<file path="src/rtl/adrv9009_rx_pwr_meas.sv">
//==============================================================================
// Module   : adrv9009_rx_pwr_meas
// Brief    : Windowed mean-square RX power meter; optional window peak
//            magnitude reporting enabled with macro RX_PWR_PEAK_EN.
// Revision : 1.0 - initial release
//==============================================================================
`default_nettype none

module adrv9009_rx_pwr_meas #(
    parameter int DATA_W  = 16,
    parameter int WIN_MIN = 4,
    parameter int WIN_MAX = 12,
    parameter int ACC_W   = 2*DATA_W + WIN_MAX
) (
    input  logic                     clk,
    input  logic                     reset,
    input  logic signed [DATA_W-1:0] in_i,
    input  logic                     in_valid_i,
    input  logic                     start_i,
    input  logic                     cont_i,
    input  logic                     en_i,
    input  logic [3:0]               win_log2_i,
    output logic [31:0]              pwr_out_o,
    output logic                     pwr_valid_o,
    output logic                     busy_o,
    output logic [DATA_W-1:0]        peak_out_o
);

    localparam int         CNT_W     = WIN_MAX + 1;
    localparam logic [3:0] C_WIN_MIN = 4'(WIN_MIN);
    localparam logic [3:0] C_WIN_MAX = 4'(WIN_MAX);

    typedef enum logic [0:0] {
        ST_IDLE  = 1'b0,
        ST_ACCUM = 1'b1
    } state_t;

    state_t                  state_q;
    logic [ACC_W-1:0]        acc_q;
    logic [CNT_W-1:0]        cnt_q;
    logic [3:0]              n_q;
    logic [31:0]             pwr_q;
    logic                    pwr_valid_q;

    function automatic logic [3:0] clamp_n(input logic [3:0] n);
        if (n < C_WIN_MIN)      return C_WIN_MIN;
        else if (n > C_WIN_MAX) return C_WIN_MAX;
        else                    return n;
    endfunction

    // Sign-extend before squaring so the 2*DATA_W product is exact; it is
    // always non-negative so it can be zero-extended into the accumulator.
    logic signed [2*DATA_W-1:0] in_ext;
    logic signed [2*DATA_W-1:0] sq_s;
    logic [ACC_W-1:0]           sq_ext;
    logic [ACC_W-1:0]           acc_sum;
    logic [CNT_W-1:0]           cnt_last;
    logic                       win_start;
    logic                       abort;
    logic                       accept;
    logic                       win_end;

    assign in_ext    = {{DATA_W{in_i[DATA_W-1]}}, in_i};
    assign sq_s      = in_ext * in_ext;
    assign sq_ext    = {{(ACC_W-2*DATA_W){1'b0}}, sq_s};
    assign acc_sum   = acc_q + sq_ext;
    assign cnt_last  = (CNT_W'(1) << n_q) - CNT_W'(1);
    assign win_start = (state_q == ST_IDLE) && start_i && en_i;
    assign abort     = (state_q == ST_ACCUM) && !en_i;
    assign accept    = (state_q == ST_ACCUM) && en_i && in_valid_i;
    assign win_end   = accept && (cnt_q == cnt_last);

    always_ff @(posedge clk) begin
        if (!reset) begin
            state_q     <= ST_IDLE;
            acc_q       <= '0;
            cnt_q       <= '0;
            n_q         <= C_WIN_MIN;
            pwr_q       <= '0;
            pwr_valid_q <= 1'b0;
        end else begin
            pwr_valid_q <= 1'b0;
            case (state_q)
                ST_IDLE: begin
                    if (win_start) begin
                        acc_q   <= '0;
                        cnt_q   <= '0;
                        n_q     <= clamp_n(win_log2_i);
                        state_q <= ST_ACCUM;
                    end
                end
                ST_ACCUM: begin
                    if (abort) begin
                        acc_q   <= '0;
                        cnt_q   <= '0;
                        state_q <= ST_IDLE;
                    end else if (win_end) begin
                        // Last sample of the window folds straight into the result.
                        pwr_q       <= 32'(acc_sum >> n_q);
                        pwr_valid_q <= 1'b1;
                        acc_q       <= '0;
                        cnt_q       <= '0;
                        if (cont_i) begin
                            n_q <= clamp_n(win_log2_i);
                        end else begin
                            state_q <= ST_IDLE;
                        end
                    end else if (accept) begin
                        acc_q <= acc_sum;
                        cnt_q <= cnt_q + CNT_W'(1);
                    end
                end
                default: state_q <= ST_IDLE;
            endcase
        end
    end

    assign pwr_out_o   = pwr_q;
    assign pwr_valid_o = pwr_valid_q;
    assign busy_o      = (state_q == ST_ACCUM);

`ifdef RX_PWR_PEAK_EN
    logic [DATA_W-1:0] peak_q;
    logic [DATA_W-1:0] peak_out_q;
    logic [DATA_W-1:0] mag;
    logic [DATA_W-1:0] peak_max;

    // Most-negative input has no positive twin; saturate its magnitude.
    always_comb begin
        mag = in_i;
        if (in_i[DATA_W-1]) begin
            if (in_i == {1'b1, {(DATA_W-1){1'b0}}}) begin
                mag = {1'b0, {(DATA_W-1){1'b1}}};
            end else begin
                mag = DATA_W'(-in_i);
            end
        end
    end

    assign peak_max = (mag > peak_q) ? mag : peak_q;

    always_ff @(posedge clk) begin
        if (!reset) begin
            peak_q     <= '0;
            peak_out_q <= '0;
        end else if (win_start || abort) begin
            peak_q <= '0;
        end else if (win_end) begin
            peak_out_q <= peak_max;
            peak_q     <= '0;
        end else if (accept) begin
            peak_q <= peak_max;
        end
    end

    assign peak_out_o = peak_out_q;
`else
    assign peak_out_o = '0;
`endif

endmodule

`default_nettype wire

</file>
<file path="config.mk">
export PLATFORM = sky130hd
export DESIGN_NAME = adrv9009_rx_pwr_meas
export DESIGN_NICKNAME = d
export VERILOG_FILES = /design/src/rtl/adrv9009_rx_pwr_meas.sv
export SDC_FILE = /design/constraint.sdc
export NUM_CORES = 1
export LEC_CHECK = 0
export BUFFER_PORTS_ARGS = -buffer_cell sky130_fd_sc_hd__buf_2
export CORE_ASPECT_RATIO = 0.9
export CORE_MARGIN = 5
export CORE_UTILIZATION = 47
export DETAILED_ROUTE_END_ITERATION = 10
export GPL_TIMING_DRIVEN = 0
export PLACE_DENSITY = 0.65
export SKIP_LAST_GASP = 1
export SYNTH_ARGS = -nofsm -noshare
export SYNTH_HDL_FRONTEND = slang
export SYNTH_SLANG_ARGS = --single-unit
</file>
<file path="constraint.sdc">
create_clock -name clk -period 13.6 [get_ports clk]
set_clock_uncertainty 0.1 [all_clocks]
set_input_delay 4.08 -clock clk [delete_from_list [all_inputs] [get_ports clk]]
set_output_delay 4.08 -clock clk [all_outputs]
set_load 0.1 [all_outputs]
</file>
[Word-level counts from Yosys, hierarchy flattened]
Index checks and enable logic that the tools add are counted.
Word-level totals
  logic and storage cells: 57
  bits in registers: 95
  input port bits: 26
  output and inout port bits: 50
Operators by class
  $mul: 1
  shift-type cells: 2
  $lt $le $gt $ge: 2
  reduce and logical (&&, ||, !) cells: 11
  eq/ne operators: 6
  bitwise operators: 3
  $add $sub $neg: 3
  multiplexer cells: 23
Operator list (count)
  44-bit 2-to-1 mux: 4
  44-bit one-hot mux with 2 select lines: 1
  13-bit 2-to-1 mux: 4
  44-bit by 32-bit adder with 44-bit output: 1
  44-bit by 4-bit >> shifter with 32-bit output: 1
  16-bit by 16-bit multiplier with 32-bit output: 1
  13-bit one-hot mux with 2 select lines: 1
  4-bit 2-to-1 mux: 6
  13-bit by 1-bit adder with 13-bit output, second input constant: 1
  13-bit == test: 1
  1-bit by 4-bit left shift with 13-bit output, first input constant: 1
  13-bit by 2-bit subtractor with 13-bit output, second input constant: 1
  4-bit one-hot mux with 2 select lines: 1
  1-bit logical AND: 6
  2-bit != test, second input constant: 3
  1-bit 2-to-1 mux: 5
  4-bit greater-than comparator, second input constant: 1
  4-bit by 3-bit less-than comparator with 1-bit output, second input constant: 1
  4-bit by 1-bit != test with 1-bit output, second input constant: 1
  4-bit AND reduction: 1
  1-bit inverter: 3
  3-bit AND reduction: 1
  3-bit OR reduction: 1
  2-bit by 1-bit != test with 1-bit output, second input constant: 1
  other kinds (3): 3

[Depth between registers and ports, before layout]
  word-level depth: 7
  mapped depth: 39

[Worst setup path after synthesis]
Ideal clock, no wire load.
  kind: input port to flip-flop
  start: in in_i[15]
  end: reg pwr_q[27] (netlist: pwr_out_o[27])
  setup time: 60 ps
  arrival: 12530 ps
  required time: 13440 ps
  slack: 910 ps
  path buffers: 3
  cell stages on the path: 36
  cells stage by stage: clkbuf_1 -> inv_1 -> clkbuf_1 -> nor2_1 -> fa_1 -> inv_1 -> fa_1 -> inv_1 -> fa_1 -> fa_1 -> fa_1 -> inv_1 -> fa_1 -> inv_1 -> ha_1 -> a21o_1 -> a21o_1 -> a21oi_1 -> nand2_1 -> a21oi_1 -> a31oi_1 -> a21o_1 -> a21oi_1 -> xnor2_1 -> ha_1 -> clkbuf_1 -> nand4_1 -> nor3_1 -> nor2_1 -> a221oi_1 -> o211ai_1 -> xor2_1 -> mux4_2 -> or3_1 -> o221ai_1 -> a21o_1
Between the ends
  cells in the longest elaborated chain, start to end: 3
Ends and longest elaborated chain
  from (decl): line 17  | input logic signed [DATA_W-1:0] in_i,
  16-bit by 16-bit multiplier with 32-bit output: line 64  | assign sq_s = in_ext * in_ext;
  44-bit by 32-bit adder with 44-bit output: line 66  | assign acc_sum = acc_q + sq_ext;
  44-bit by 4-bit >> shifter with 32-bit output: line 99  | pwr_q <= 32'(acc_sum >> n_q);
  to (signal assigned): line 99
  to (decl): line 42  | logic [31:0] pwr_q;
Every way passes these cells.
A chain may end at the register's enable or synchronous reset.

[Worst setup path after layout]
  start: in in_i[11]
  end: reg pwr_q[17] (netlist: pwr_out_o[17])
Same word-level chain as after synthesis.

==> summary.json <==
{
  "initial_antenna_violation_count": 1,
  "worstSetupPathType": "input pin to flip-flop",
  "final_hold_viol_count": 0,
  "synth_top_cell_area_share": 0.276,
  "die_width_um": 212,
  "synth_top_flop_cell": "dfxtp_1",
  "yosys-top-cells-area": "fa_1, dfxtp_1, ha_1",
  "cts-hold-fix-buffers": 0,
  "status": "completed",
  "worst_tran_pin_value_ns": 1.03,
  "global_route_wire_length_before_repair_um": 77000,
  "period_needed_ns": 13.19,
  "start_util": 0.475,
  "pin_count": 76,
  "dp_hpwl_um": 39400,
  "cts.repair_timing.setup_buffer_count": 0,
  "tns_ns": 0,
  "synth_cell_type_count": 84,
  "core_um2": 36200,
  "drv.max_cap_violation_count": 0,
  "first_iter_violations": 1136,
  "max_fo_critical_path": 10,
  "cts_tree": "built",
  "grt_pass1_vias": 14700,
  "layout.cell_area.non_filler_um2": 18500,
  "final_core_utilization": 0.511,
  "n_antenna_cell": 0,
  "gpl.final_weighted_congestion": 0.967,
  "synth-edff-count": 0,
  "crit_path_max_incr_delay_ns": 0.52,
  "netlist_instances": 2070,
  "drt_drc_violations_left": 0,
  "synthesis.area_per_instance_um2": 8.31,
  "final-instance-count-excl-fill": 2629,
  "timing.max_slew.rel_slack": 0.309,
  "clock_sink_count": 95,
  "critical_path_required_ns": 13.72,
  "route.vias.total": 15000,
  "routed_wl_um": 47100,
  "dp.cells": 2619,
  "route.antenna.remaining_nets": 0,
  "insertion_delay_ns": 0.37,
  "cts_inserted_buffers": 9,
  "overall_global_routing_resource_usage": 0.235,
  "grt_max_degree": 15,
  "routed_via_density": 5.70,
  "crit_path_start": "in_i[11]",
  "worst-r2r-setup-slack_ns": 7.94,
  "path_common_cell": "fa_1",
  "synth_area_um2": 17200,
  "seq_area_frac_synth": 0.111,
  "clock.fmax_mhz": 75.8,
  "synth.cells.most_frequent": "inv_1, fa_1, nand2_1",
  "warnings_synthesis": 0,
  "rsz0062_at_grt": "true",
  "ys_ff_latch": 95,
  "rows": 66,
  "clock_tree.htree_level_count": 3,
  "wire_length_per_cell_after_detailed_routing_um": 17.9,
  "placement.io_buffers": 58,
  "final_net_count": 2535,
  "final.fill_count": 3500,
  "die_h_um": 191,
  "worst_path_max_delay_cell": "fa_1",
  "worst_setup_hold_path_clk_slew_ns": 0.06,
  "worst_hold_startpoint": "pwr_out_o[26]",
  "finalMaxSlewViolations": 0,
  "min_period_over_period": 0.970,
  "layout-drive-gt1-share": 0.0873,
  "clockRootBuffer": "clkbuf_16",
  "overflow": 0,
  "cp.arrival_ns": 13.31,
  "firstDrtPassIters": 5,
  "cts.path.max_buffers": 2,
  "asyncSetResetFlopFracSynth": 0,
  "setup_viol": 0,
  "worst_hold_path_type": "flip-flop to flip-flop",
  "placedInstanceArea_um2": 18100,
  "areaGrowthSynthToFinish_pct": 7.60,
  "regToRegStartpoint": "n_q[0]",
  "synth_largest_area_cell": "fa_1",
  "floorplan.die_area_um2": 40500,
  "post-synth-top-count-cell": "inv_1",
  "element_type_at_the_critical_path_start": "input pin",
  "timing.critical_path.to_type": "flip-flop"
}
[stage by stage]
stage                     setup WS [ns]  hold slack, ns
after floorplan                   0.910           0.378
final                             0.411           0.349
after CTS                        0.0344           0.353
after global placement           -0.990           0.330
after global routing            -0.0285           0.366
after detailed placement          -1.07           0.343
[critical path: cells and delay by family]
family	cells	cell delay (ns)
fa+ha+maj	8	3.76
compound gates	10	2.71
mux	4	1.13
buf+inv	5	0.77
simple gates	3	0.73
xor+xnor	1	0.12
[cells in the final DEF, fill, tap and decap left out, types with 21 or more instances in the layout]
cell and n:
mux2i_1 31, a21oi_1 110, fa_1 237, dfxtp_1 95, o21ai_0 69, inv_1 336, nand2_1 205, buf_2 71
a22oi_1 41, nor3_1 31, xnor2_1 55, nor2_1 169, xor2_1 28, nand3_1 30, ha_1 123, a21o_1 30
and2_1 50, clkbuf_1 59, mux4_2 21
[layer usage]
layer	global-route usage	share of wire	vias to the layer above
li1	-	-	7010
met1	0.345	0.46	7484
met2	0.370	0.46	425
met3	0.0377	0.061	64
met4	0.0446	0.014	4
met5	0	0.00053	-
[final cells by class]
| cell class | count | area (um2) | area share |
|---|---|---|---|
| multi-input combinational | 1537 | 13600 | 0.737 |
| buffer | 107 | 493 | 0.0266 |
| inverter | 341 | 1280 | 0.0692 |
| tap | 476 | 596 | 0.0322 |
| clock buffer | 12 | 256 | 0.0139 |
| clock inverter | 3 | 42.5 | 0.00230 |
| sequential | 95 | 1900 | 0.103 |
| timing repair buffer | 58 | 290 | 0.0157 |
[registers in the layout, indices dropped and copies added (netlist names)]
register     cells
acc_q           44
pwr_valid_o      1
n_q              4
pwr_out_o       32
cnt_q           13
busy_o           1
[timing repair]
action                     CTS  global route
setup endpoints to repair   17            21
resized for setup           13            17
pin swaps                    0             1
[worst paths after layout]
kind / to / cells past startpoint
min: pwr_out_o[26] / 2
max reg2reg: acc_q[34] / 17
max: pwr_out_o[17] / 31
min reg2reg: pwr_out_o[26] / 2
[cell families after synthesis]
kind of cell / count (synthesis) / share of synthesized area
mux: 70 / 0.0573
simple gates: 594 / 0.161
compound gates: 413 / 0.160
buf+inv: 453 / 0.103
other cells: 1 / 0.000218
fa+ha+maj: 360 / 0.365
xor+xnor: 84 / 0.0428
flops: 95 / 0.111
Power is left out: the tool's default activity adds up to more than one toggle a clock period on the data nets, which glitch-free logic cannot reach.
